`config.mk`:
```
export PLATFORM = sky130hd
export DESIGN_NAME = exu_muldiv_flat
export DESIGN_NICKNAME = d
export VERILOG_FILES = /design/src/rtl/exu_muldiv_if.sv /design/src/rtl/exu_muldiv.sv /design/src/flat_wrapper.sv
export SDC_FILE = /design/constraint.sdc
export NUM_CORES = 1
export LEC_CHECK = 0
export ABC_AREA = 1
export BUFFER_PORTS_ARGS = -buffer_cell sky130_fd_sc_hd__buf_2
export CAP_MARGIN = 30
export CORE_MARGIN = 1
export CORE_UTILIZATION = 45
export CTS_CLUSTER_DIAMETER = 150
export DETAILED_ROUTE_END_ITERATION = 8
export PLACE_DENSITY = 0.69
export SLEW_MARGIN = 0
export SYNTH_ARGS = -nofsm -noshare
export SYNTH_HDL_FRONTEND = slang
export SYNTH_SLANG_ARGS = --single-unit
```
`constraint.sdc`:
```
create_clock -name clk -period 3.7 [get_ports clk]
set_input_delay 0 -clock clk [delete_from_list [all_inputs] [get_ports clk]]
set_output_delay 0 -clock clk [all_outputs]
set_load 0.05 [all_outputs]
```
`src/rtl/exu_muldiv_if.sv`:
```
// Execute-stage M-extension bus: operands and instruction from ID/EX, plus
// result, write-back address and pipeline control returned by the unit.
//   master : ID/EX side, drives op_1_i/op_2_i/inst_i/wb_addr_i
//   slave  : exu_muldiv, drives result_o/wb_addr_o/done_o/stall_req_o/busy_o
interface exu_muldiv_if #(
  parameter int unsigned XLEN    = 32,
  parameter int unsigned ISA_LEN = 32
);
  logic [XLEN-1:0]    op_1_i;
  logic [XLEN-1:0]    op_2_i;
  logic [ISA_LEN-1:0] inst_i;
  logic [4:0]         wb_addr_i;
  logic [XLEN-1:0]    result_o;
  logic [4:0]         wb_addr_o;
  logic               done_o;
  logic               stall_req_o;
  logic               busy_o;

  modport master (
    output op_1_i, op_2_i, inst_i, wb_addr_i,
    input  result_o, wb_addr_o, done_o, stall_req_o, busy_o
  );

  modport slave (
    input  op_1_i, op_2_i, inst_i, wb_addr_i,
    output result_o, wb_addr_o, done_o, stall_req_o, busy_o
  );
endinterface

```
`src/rtl/exu_muldiv.sv`:
```
// Iterative RV32M multiply/divide unit for the execute stage.
// Multiplies by radix-2 shift-add and divides by restoring division, both on
// operand magnitudes over 32 iterations; signs are applied when the result is
// registered. Divide-by-zero and signed overflow finish without iterating.
// Ports:
//   clk, rst      : clock, synchronous active-high reset
//   flush         : squash the instruction in EX (highest priority)
//   bus (slave)   : op_1_i, op_2_i, inst_i, wb_addr_i in;
//                   result_o, wb_addr_o, done_o, stall_req_o, busy_o out
module exu_muldiv (
  input  logic        clk,
  input  logic        rst,
  input  logic        flush,
  exu_muldiv_if.slave bus
);

  localparam int unsigned XLEN  = 32;
  localparam int unsigned CNT_W = 5;
  localparam logic [6:0]  OPC_OP    = 7'b0110011;
  localparam logic [6:0]  F7_MULDIV = 7'b0000001;
  localparam logic [XLEN-1:0] INT_MIN = 32'h8000_0000;

  typedef enum logic [1:0] {
    S_IDLE,
    S_CALC,
    S_DONE
  } state_e;

  state_e state_q, state_d;

  logic [CNT_W-1:0] cnt_q;
  logic [2:0]       funct3_q;
  logic             sign1_q;
  logic             sign2_q;
  // mul: {partial product high, multiplier shifting out}; div: [31:0] is dividend/quotient
  logic [63:0]      acc_q;
  // multiplicand magnitude (mul) or divisor magnitude (div)
  logic [XLEN-1:0]  mcand_q;
  logic [XLEN-1:0]  rem_q;
  logic [XLEN-1:0]  result_q;
  logic [4:0]       wb_addr_q;

  // Instruction decode and operand preparation
  logic [2:0]      funct3_c;
  logic            is_m_c;
  logic            start_c;
  logic            op1_signed_c;
  logic            op2_signed_c;
  logic            s1_c;
  logic            s2_c;
  logic [XLEN-1:0] mag1_c;
  logic [XLEN-1:0] mag2_c;
  logic            div_zero_c;
  logic            div_ovf_c;
  logic            special_c;
  logic [XLEN-1:0] special_res_c;
  logic            unused_inst_bits_c;

  assign funct3_c = bus.inst_i[14:12];
  assign is_m_c   = (bus.inst_i[6:0] == OPC_OP) && (bus.inst_i[31:25] == F7_MULDIV);
  assign start_c  = (state_q == S_IDLE) && is_m_c && !flush;

  // MULH, MULHSU, DIV, REM treat rs1 as signed; MULH, DIV, REM treat rs2 as signed
  assign op1_signed_c = (funct3_c == 3'b001) || (funct3_c == 3'b010) ||
                        (funct3_c == 3'b100) || (funct3_c == 3'b110);
  assign op2_signed_c = (funct3_c == 3'b001) || (funct3_c == 3'b100) ||
                        (funct3_c == 3'b110);
  assign s1_c   = op1_signed_c && bus.op_1_i[XLEN-1];
  assign s2_c   = op2_signed_c && bus.op_2_i[XLEN-1];
  assign mag1_c = s1_c ? (~bus.op_1_i + XLEN'(1)) : bus.op_1_i;
  assign mag2_c = s2_c ? (~bus.op_2_i + XLEN'(1)) : bus.op_2_i;

  assign div_zero_c = funct3_c[2] && (bus.op_2_i == '0);
  assign div_ovf_c  = funct3_c[2] && !funct3_c[0] &&
                      (bus.op_1_i == INT_MIN) && (bus.op_2_i == '1);
  assign special_c  = div_zero_c || div_ovf_c;

  // funct3[1] selects remainder for the divide group
  always_comb begin
    special_res_c = '1;
    if (div_zero_c) begin
      special_res_c = funct3_c[1] ? bus.op_1_i : '1;
    end else begin
      special_res_c = funct3_c[1] ? '0 : INT_MIN;
    end
  end

  assign unused_inst_bits_c = ^{bus.inst_i[24:15], bus.inst_i[11:7]};

  // One shift-add multiply step
  logic [XLEN:0] mul_sum_c;
  logic [63:0]   mul_acc_nxt_c;

  assign mul_sum_c     = {1'b0, acc_q[63:32]} + (acc_q[0] ? {1'b0, mcand_q} : 33'd0);
  assign mul_acc_nxt_c = {mul_sum_c, acc_q[31:1]};

  // One restoring divide step on a 33-bit partial remainder
  logic [XLEN:0]   div_shift_c;
  logic [XLEN:0]   div_diff_c;
  logic            div_ok_c;
  logic [XLEN-1:0] div_rem_nxt_c;
  logic [XLEN-1:0] div_quo_nxt_c;

  assign div_shift_c   = {rem_q, acc_q[31]};
  assign div_diff_c    = div_shift_c - {1'b0, mcand_q};
  assign div_ok_c      = !div_diff_c[XLEN];
  assign div_rem_nxt_c = div_ok_c ? div_diff_c[XLEN-1:0] : div_shift_c[XLEN-1:0];
  assign div_quo_nxt_c = {acc_q[30:0], div_ok_c};

  // Signed result from the values produced by the final iteration
  logic [63:0]     prod_c;
  logic [XLEN-1:0] mul_res_c;
  logic [XLEN-1:0] quo_c;
  logic [XLEN-1:0] rem_c;
  logic [XLEN-1:0] div_res_c;
  logic [XLEN-1:0] calc_res_c;

  assign prod_c     = (sign1_q ^ sign2_q) ? (~mul_acc_nxt_c + 64'd1) : mul_acc_nxt_c;
  assign mul_res_c  = (funct3_q[1:0] == 2'b00) ? prod_c[31:0] : prod_c[63:32];
  assign quo_c      = (sign1_q ^ sign2_q) ? (~div_quo_nxt_c + XLEN'(1)) : div_quo_nxt_c;
  assign rem_c      = sign1_q ? (~div_rem_nxt_c + XLEN'(1)) : div_rem_nxt_c;
  assign div_res_c  = funct3_q[1] ? rem_c : quo_c;
  assign calc_res_c = funct3_q[2] ? div_res_c : mul_res_c;

  // State register
  always_ff @(posedge clk) begin
    if (rst) begin
      state_q <= S_IDLE;
    end else begin
      state_q <= state_d;
    end
  end

  // Next state and pipeline control; flush overrides every transition
  logic done_c;
  logic stall_c;

  always_comb begin
    state_d = state_q;
    done_c  = 1'b0;
    stall_c = 1'b0;
    unique case (state_q)
      S_IDLE: begin
        if (start_c) begin
          state_d = special_c ? S_DONE : S_CALC;
          stall_c = 1'b1;
        end
      end
      S_CALC: begin
        stall_c = 1'b1;
        if (cnt_q == CNT_W'(31)) begin
          state_d = S_DONE;
        end
      end
      S_DONE: begin
        done_c  = 1'b1;
        state_d = S_IDLE;
      end
      default: state_d = S_IDLE;
    endcase
    if (flush) begin
      state_d = S_IDLE;
      done_c  = 1'b0;
    end
    if (rst) begin
      done_c  = 1'b0;
      stall_c = 1'b0;
    end
  end

  // Operand latch, iteration datapath and registered result
  always_ff @(posedge clk) begin
    if (rst) begin
      cnt_q     <= '0;
      funct3_q  <= '0;
      sign1_q   <= 1'b0;
      sign2_q   <= 1'b0;
      acc_q     <= '0;
      mcand_q   <= '0;
      rem_q     <= '0;
      result_q  <= '0;
      wb_addr_q <= '0;
    end else if (start_c) begin
      cnt_q     <= '0;
      funct3_q  <= funct3_c;
      sign1_q   <= s1_c;
      sign2_q   <= s2_c;
      wb_addr_q <= bus.wb_addr_i;
      rem_q     <= '0;
      acc_q     <= {32'd0, (funct3_c[2] ? mag1_c : mag2_c)};
      mcand_q   <= funct3_c[2] ? mag2_c : mag1_c;
      if (special_c) begin
        result_q <= special_res_c;
      end
    end else if ((state_q == S_CALC) && !flush) begin
      cnt_q <= cnt_q + CNT_W'(1);
      if (funct3_q[2]) begin
        acc_q <= {32'd0, div_quo_nxt_c};
        rem_q <= div_rem_nxt_c;
      end else begin
        acc_q <= mul_acc_nxt_c;
      end
      if (cnt_q == CNT_W'(31)) begin
        result_q <= calc_res_c;
      end
    end
  end

  assign bus.result_o    = result_q;
  assign bus.wb_addr_o   = wb_addr_q;
  assign bus.done_o      = done_c;
  assign bus.stall_req_o = stall_c;
  assign bus.busy_o      = (state_q != S_IDLE);

endmodule

```
`src/flat_wrapper.sv`:
```
// flat-port wrapper written by rule: the top's interface ports become plain ports
module exu_muldiv_flat 
  (clk, rst, flush, bus_op_1_i, bus_op_2_i, bus_inst_i, bus_wb_addr_i, bus_result_o, bus_wb_addr_o, bus_done_o, bus_stall_req_o, bus_busy_o);
  exu_muldiv_if bus_i ();
  input  logic clk;
  input  logic rst;
  input  logic flush;
  input wire logic [$bits(bus_i.op_1_i)-1:0] bus_op_1_i;
  input wire logic [$bits(bus_i.op_2_i)-1:0] bus_op_2_i;
  input wire logic [$bits(bus_i.inst_i)-1:0] bus_inst_i;
  input wire logic [$bits(bus_i.wb_addr_i)-1:0] bus_wb_addr_i;
  output wire logic [$bits(bus_i.result_o)-1:0] bus_result_o;
  output wire logic [$bits(bus_i.wb_addr_o)-1:0] bus_wb_addr_o;
  output wire logic [$bits(bus_i.done_o)-1:0] bus_done_o;
  output wire logic [$bits(bus_i.stall_req_o)-1:0] bus_stall_req_o;
  output wire logic [$bits(bus_i.busy_o)-1:0] bus_busy_o;
  assign bus_i.op_1_i = bus_op_1_i;
  assign bus_i.op_2_i = bus_op_2_i;
  assign bus_i.inst_i = bus_inst_i;
  assign bus_i.wb_addr_i = bus_wb_addr_i;
  assign bus_result_o = bus_i.result_o;
  assign bus_wb_addr_o = bus_i.wb_addr_o;
  assign bus_done_o = bus_i.done_o;
  assign bus_stall_req_o = bus_i.stall_req_o;
  assign bus_busy_o = bus_i.busy_o;
  exu_muldiv u_core (.clk(clk), .rst(rst), .flush(flush), .bus(bus_i));
endmodule
```
==> results.json, run 1 <==
{
  "status": "finished, final reports clean",
  "place.gp.congestion": 1.07,
  "ioPinCount": 144,
  "internal_power_mw": 3.01,
  "htreeDepth": 4,
  "vias": 23835,
  "io_buffers": 128,
  "hold_viol": 0,
  "areaGrowthSynthToFinish_pct": 22.5,
  "grt_pass1_wl_um": 122000,
  "yosysWarnings": 0,
  "cp_cell_sequence": "buf_4, nand2_2, inv_1, ha_2, fa_2, nand3_1, nand3_1, buf_4, a21o_1, nand2_1, nand2_2, xnor2_4, nand2_2, nor2_4, buf_4, nand4_1, nor2_2, nand2_1, nand3_1, nand3_1, a21oi_2, nand2_2, a21oi_1",
  "nNetsFinal": 3865,
  "synth_nets": 3557,
  "drcViolationCount": 0,
  "maxSlewHeadroom_pct": 26.2,
  "cts_tree": "done",
  "num_rows": 75,
  "grt_pass1_vias": 21438,
  "cap_viol_max_count": 0,
  "power_density_mw_per_mm2": 176,
  "cts_max_path_buffers": 2,
  "ys_async_sr_fraction_pct": 0,
  "fp.dieW_um": 208,
  "diodes": 0,
  "seq_power_share_pct": 46.2,
  "syn_avg_cell_area_um2": 5.65,
  "die_area_mm2": 0.0433,
  "peakVddDrop_mv": 0.333,
  "tightest_slew_ps": 1110,
  "cp.required_ps": 4100,
  "criticalPathCategory": "reg -> reg",
  "routed_via_density": 5.62,
  "cts.clk_slew.worst_paths_ps": 70,
  "cts-buffers-inserted": 17,
  "die_y_um": 208,
  "crit_fanout": 3,
  "root_buffer": "clkbuf_16",
  "pwr-share-comb_pct": 9.6,
  "routed_wirelength_um": 81500,
  "worstSkewPairLatency_ps": 470,
  "rsz0062_at_grt": "yes",
  "grtUsageTotal_pct": 36.5,
  "power_mw": 4.12,
  "fmax_mhz": 274,
  "yosysSeqAreaShare_pct": 18.6,
  "crit_arrival_ps": 4040,
  "place_area_mm2": 0.0218,
  "endpoint_kind": "register",
  "synth-edff-count": 0,
  "maxSlewViolCount": 0,
  "synth_seq_cells": 177,
  "initial_utilization_pct": 45.6,
  "sw_frac_of_total_pct": 27.0,
  "antenna_found_initial": 1,
  "drive_gt1_share_pct": 17.8,
  "setup_viol": 0,
  "overflow": 0,
  "dr.first_iter.drc_count": 3070,
  "hp-class": "in -> reg",
  "ys.flop_type": "dfxtp_1",
  "syn_area_mm2": 0.0191,
  "cpPeakStageDelay_ps": 390,
  "skew_ps": 13.1,
  "grt_max_degree": 56,
  "post-route-period-util_pct": 98.5,
  "wl_per_cell_um": 19.2,
  "fin_crit_ps": 3650,
  "synth_cells": 3379,
  "place_hpwl_um": 65000,
  "netlist-cell-type-count": 61,
  "ant_nets": 0,
  "leakage_nw": 12.6,
  "first_pass_iters": 6,
  "cts_sinks": 177,
  "clockPowerShare_pct": 44.2,
  "core_area_mm2": 0.0419,
  "p_sw_mw": 1.11,
  "cp-start-kind": "register",
  "cp_slowest_cell": "fa_2",
  "postLayoutCellArea_mm2": 0.0234
}
sequential cells by signal, summed over array words and instances (netlist names), 2 cells and up:
register              count
u_core.funct3_q           3
u_core.rem_q             32
u_core.bus.result_o      32
u_core.state_q            2
u_core.mcand_q           32
u_core.acc_q             64
u_core.cnt_q              5
u_core.bus.wb_addr_o      5
final cells by class:
type / instances / area [µm²]
Tap cell: 539 / 674
Clock buffer: 24 / 482
Inverter: 565 / 2120
Sequential cell: 177 / 3560
Multi-Input combinational cell: 2494 / 13400
Fill cell: 4354 / 18500
Clock inverter: 7 / 77.6
Timing Repair Buffer: 432 / 3080
worst max-delay path, delay by kind of cell, from the launching register on:
| family | cells | cell delay, ps |
|---|---|---|
| flops | 1 | 350 |
| compound gates | 3 | 550 |
| buf+inv | 4 | 500 |
| fa+ha+maj | 2 | 580 |
| simple gates | 13 | 1330 |
| xor+xnor | 1 | 260 |
per-stage QoR:
stage / setup WS [ps] / instances / utilization, % / TNS, ps / hold WS, ps
floorplan: 293 / 3379 / - / 0 / 78.5
global placement: -133 / 4161 / 52.1 / -133 / 220
detailed placement: -112 / 4161 / 52.1 / -112 / 226
CTS: 3.04 / 4215 / 54.0 / 0 / 15.4
global route: -172 / 4238 / 55.9 / -1050 / 41.4
finish: 55.0 / 4238 / 55.9 / 0 / 23.5
path summary, 6_finish.rpt:
check | from | cells after the start | end | slack (ps)
max | u_core.mcand_q[0]$_SDFFE_PP0P_ | 23 | u_core.bus.result_o[27]$_SDFFE_PP0P_ | 50
min | bus_op_1_i[7] | 3 | u_core.bus.result_o[7]$_SDFFE_PP0P_ | 20
max reg2reg | u_core.mcand_q[0]$_SDFFE_PP0P_ | 23 | u_core.bus.result_o[27]$_SDFFE_PP0P_ | 50
min reg2reg | u_core.sign2_q$_SDFFE_PP0P_ | 2 | u_core.sign2_q$_SDFFE_PP0P_ | 470
cell usage after synthesis, types with 10 or more instances:
cell type | number | area [µm²]
nand2_2 | 30 | 188
dfxtp_1 | 177 | 3540
nand2_4 | 11 | 124
xnor2_1 | 30 | 263
o2111ai_1 | 14 | 123
inv_1 | 550 | 2060
buf_1 | 11 | 41.3
buf_2 | 10 | 50.1
nand4_1 | 50 | 313
nor3_1 | 63 | 315
a221oi_1 | 29 | 254
nor2_2 | 14 | 87.6
or2_2 | 16 | 100
xor2_1 | 77 | 674
clkbuf_1 | 114 | 428
nor4_1 | 18 | 113
ha_1 | 72 | 901
a31oi_1 | 19 | 119
o221ai_1 | 38 | 333
a21oi_1 | 228 | 1140
o211ai_1 | 25 | 188
o21ai_0 | 202 | 1010
nand3b_1 | 10 | 75.1
nand3_1 | 216 | 1080
nor2_1 | 326 | 1220
nand2_1 | 916 | 3440
cell families after synthesis:
group           Yosys count  share of synthesized area (%)
compound gates          625                           19.4
fa+ha+maj                74                           4.93
buf+inv                 708                           14.2
flops                   177                           18.6
simple gates           1687                           37.8
xor+xnor                108                           4.99
cell usage in the layout, fill, tap and decap left out, drive strengths merged, types with 5 or more instances in the layout:
cell type	netlist	final
nand2	957	957
inv	559	560
buf	29	408
nor2	347	347
a21oi	234	234
nand3	220	220
o21ai	215	215
dfxtp	177	177
xor2	78	78
ha	72	72
nor3	65	65
nand4	50	50
o221ai	38	38
xnor2	30	30
a221oi	29	29
o211ai	25	25
clkbuf	114	25
dlygate4sd3	0	23
a31oi	19	19
nor4	18	18
or2	16	16
o2111ai	14	14
nand3b	10	10
a21o	9	9
a22oi	9	9
clkinv	6	6
o22ai	5	5
clkinvlp	0	5
a41oi	5	5
layer usage:
layer	vias up	GRT usage (%)	part of all wire (%)
li1	11536	-	-
met3	204	9.58	12
met1	10764	48.1	41
met4	2	18.4	5.3
met2	1329	54.6	42
met5	-	0	0.016
power by group through the flow:
| stage | clock (mW) | sequential (mW) | combinational, mW |
|---|---|---|---|
| after floorplan | 0 | 1.95 | 0.200 |
| after global placement | 0 | 1.95 | 0.366 |
| after detailed placement | 0 | 1.95 | 0.367 |
| after CTS | 1.82 | 1.90 | 0.382 |
| after global routing | 1.90 | 1.90 | 0.425 |
| final | 1.82 | 1.90 | 0.397 |
timing repair:
action                                  4_1_cts  5_1_grt
endpoints found under the setup margin        1       30
gates resized for setup                       3      139
setup buffers                                 0       22
endpoints found under the hold margin        20        0
hold buffers                                 23        0
cloned                                        0        1
pin swaps                                     1       36
Power figures use the tool's default switching activity.
==> run 2: changes to the inputs <==
--- a/config.mk
+++ b/config.mk
@@ -12,7 +12,7 @@
 export CORE_UTILIZATION = 45
 export CTS_CLUSTER_DIAMETER = 150
 export DETAILED_ROUTE_END_ITERATION = 8
-export PLACE_DENSITY = 0.69
+export PLACE_DENSITY = 0.67
 export SLEW_MARGIN = 0
 export SYNTH_ARGS = -nofsm -noshare
 export SYNTH_HDL_FRONTEND = slang
==> run 2 against run 1 <==
Maximum frequency increased by 1.9%; critical endpoint is now u_core.bus.result_o[28]$_SDFFE_PP0P_; wire length increased by 1.3%; via count decreased by 2.0%; total power increased by 3.8%; clock power increased by 8%; design area decreased by 2.4%; critical path depth increased by 3; register-to-register slack improved by 70 ps.
==> results.json, run 2 (same netlist as run 1, synthesis figures left out) <==
{
  "status": "finished, final reports clean",
  "io_buffers": 128,
  "core_area_mm2": 0.0419,
  "tightest_slew_ps": 1040,
  "stdcell_count": 4159,
  "regMostFlops": "u_core.acc_q",
  "grt_max_degree": 96,
  "cts_max_path_buffers": 2,
  "setup_viol": 0,
  "cts-buffers-inserted": 17,
  "fmax_mhz": 279,
  "die_y_um": 208,
  "cp.required_ps": 4100,
  "endpoint_kind": "register",
  "power_density_mw_per_mm2": 187,
  "cts.clk_slew.worst_paths_ps": 80,
  "skew_ps": 23.4,
  "pwr-share-comb_pct": 9.5,
  "p_sw_mw": 1.18,
  "multi_input_area_mm2": 0.0135,
  "grt_pass1_wl_um": 123000,
  "areaGrowthSynthToFinish_pct": 19.5,
  "post-route-period-util_pct": 96.7,
  "nFillCells": 4412,
  "ant_nets": 0,
  "htreeDepth": 4,
  "antenna_found_initial": 4,
  "overflow": 0,
  "cts_tree": "done",
  "vias": 23347,
  "nNetsFinal": 3781,
  "seq_power_share_pct": 44.4,
  "hp-class": "in -> reg",
  "maxSlewViolCount": 0,
  "num_rows": 75,
  "ioPinCount": 144,
  "crit_fanout": 9,
  "root_buffer": "clkbuf_16",
  "largest_register_ffs": 64,
  "die_area_mm2": 0.0433,
  "fp.dieW_um": 208,
  "drive_gt1_share_pct": 16.6,
  "cts_sinks": 177,
  "power_mw": 4.28,
  "cap_viol_max_count": 0,
  "cp-start-kind": "register",
  "grtUsageTotal_pct": 37.1,
  "fin_crit_ps": 3580,
  "peakVddDrop_mv": 0.340,
  "final_cell_mix": "nand2_1, inv_1, nor2_1, a21oi_1, nand3_1",
  "routed_wirelength_um": 82500,
  "maxSlewHeadroom_pct": 30.8,
  "final_common_cell": "nand2_1",
  "crit_arrival_ps": 3980,
  "place.gp.congestion": 1.07,
  "leakage_nw": 12.2,
  "dr.first_iter.drc_count": 2910,
  "postLayoutCellArea_mm2": 0.0228,
  "drcViolationCount": 0,
  "internal_power_mw": 3.09,
  "whs_ps": 36.7,
  "hold_viol": 0,
  "rsz0062_at_grt": "yes",
  "initial_utilization_pct": 45.6,
  "clockPowerShare_pct": 46.2,
  "place_hpwl_um": 66400,
  "first_pass_iters": 7,
  "grt_pass1_vias": 20963,
  "dpl.cell_count": 4095,
  "fin_tns_setup_ps": 0,
  "sw_frac_of_total_pct": 27.7,
  "register_area_mm2": 0.00358,
  "worstSkewPairLatency_ps": 480,
  "place_area_mm2": 0.0213,
  "routed_via_density": 5.61,
  "criticalPathCategory": "reg -> reg",
  "wl_per_cell_um": 19.8
}
[run 2: layer usage]
metal / share of wire (%) / up-vias / GRT usage (%)
li1: - / 11372 / -
met1: 42 / 10551 / 50.7
met2: 42 / 1246 / 56.1
met3: 11 / 178 / 7.92
met4: 5.0 / 0 / 16.0
met5: 0 / - / 0
[run 2: repair_timing]
item / CTS / global route
endpoints found under the setup margin: 2 / 27
hold endpoints to repair: 21 / 0
hold buffers: 23 / 0
buffers inserted: 0 / 5
gates resized for setup: 8 / 144
pin swaps: 0 / 25
[run 2: power groups by stage]
stage / Clock, mW / Sequential, mW / Combinational (mW)
after detailed placement: 0 / 1.95 / 0.373
final: 1.97 / 1.90 / 0.405
after global routing: 2.04 / 1.90 / 0.429
after CTS: 1.97 / 1.90 / 0.389
after global placement: 0 / 1.95 / 0.374
after floorplan: 0 / 1.95 / 0.200
[run 2: through the flow]
step           setup slack [ps]  util (%)
3_3_place_gp              -95.4      50.9
4_1_cts                   0.851      52.9
2_1_floorplan               293         -
5_1_grt                   -79.4      54.5
3_5_place_dp               -126      50.9
6_report                    121      54.5
[run 2: path summary, 6_finish.rpt]
kind / cells after the start / end / slack (ps) / from
setup / recovery: 26 / u_core.bus.result_o[28]$_SDFFE_PP0P_ / 120 / u_core.mcand_q[7]$_SDFFE_PP0P_
hold / removal: 5 / u_core.bus.result_o[0]$_SDFFE_PP0P_ / 40 / bus_op_1_i[0]
setup reg to reg: 26 / u_core.bus.result_o[28]$_SDFFE_PP0P_ / 120 / u_core.mcand_q[7]$_SDFFE_PP0P_
hold reg to reg: 2 / u_core.cnt_q[4]$_SDFFE_PP0P_ / 470 / u_core.cnt_q[4]$_SDFFE_PP0P_
[run 2: layout make-up]
class | instances | share of cell area [%]
Clock buffer | 17 | 1.86
Tap cell | 539 | 2.95
Antenna cell | 4 | 0.0439
Inverter | 565 | 9.29
Clock inverter | 15 | 0.817
Multi-Input combinational cell | 2494 | 58.9
Timing Repair Buffer | 348 | 10.4
Sequential cell | 177 | 15.7
[run 2: critical path, stage by stage, from the launching register on]
cell,delay (ps)
dfxtp_2,400
inv_1,150
ha_4,320
nand2_2,100
nor2_4,150
nand3_2,90
nand2_2,90
nand2_2,70
nand2_4,80
nand2_4,80
nand2_4,90
nand2_4,60
nand2_4,130
buf_4,150
buf_4,130
nand2_1,60
nand2_1,150
buf_4,140
nand3_1,100
nor2_1,150
nand2_1,100
nand3_1,80
nand2_1,80
o21ai_2,230
buf_4,140
nand2_1,40
a21oi_1,120
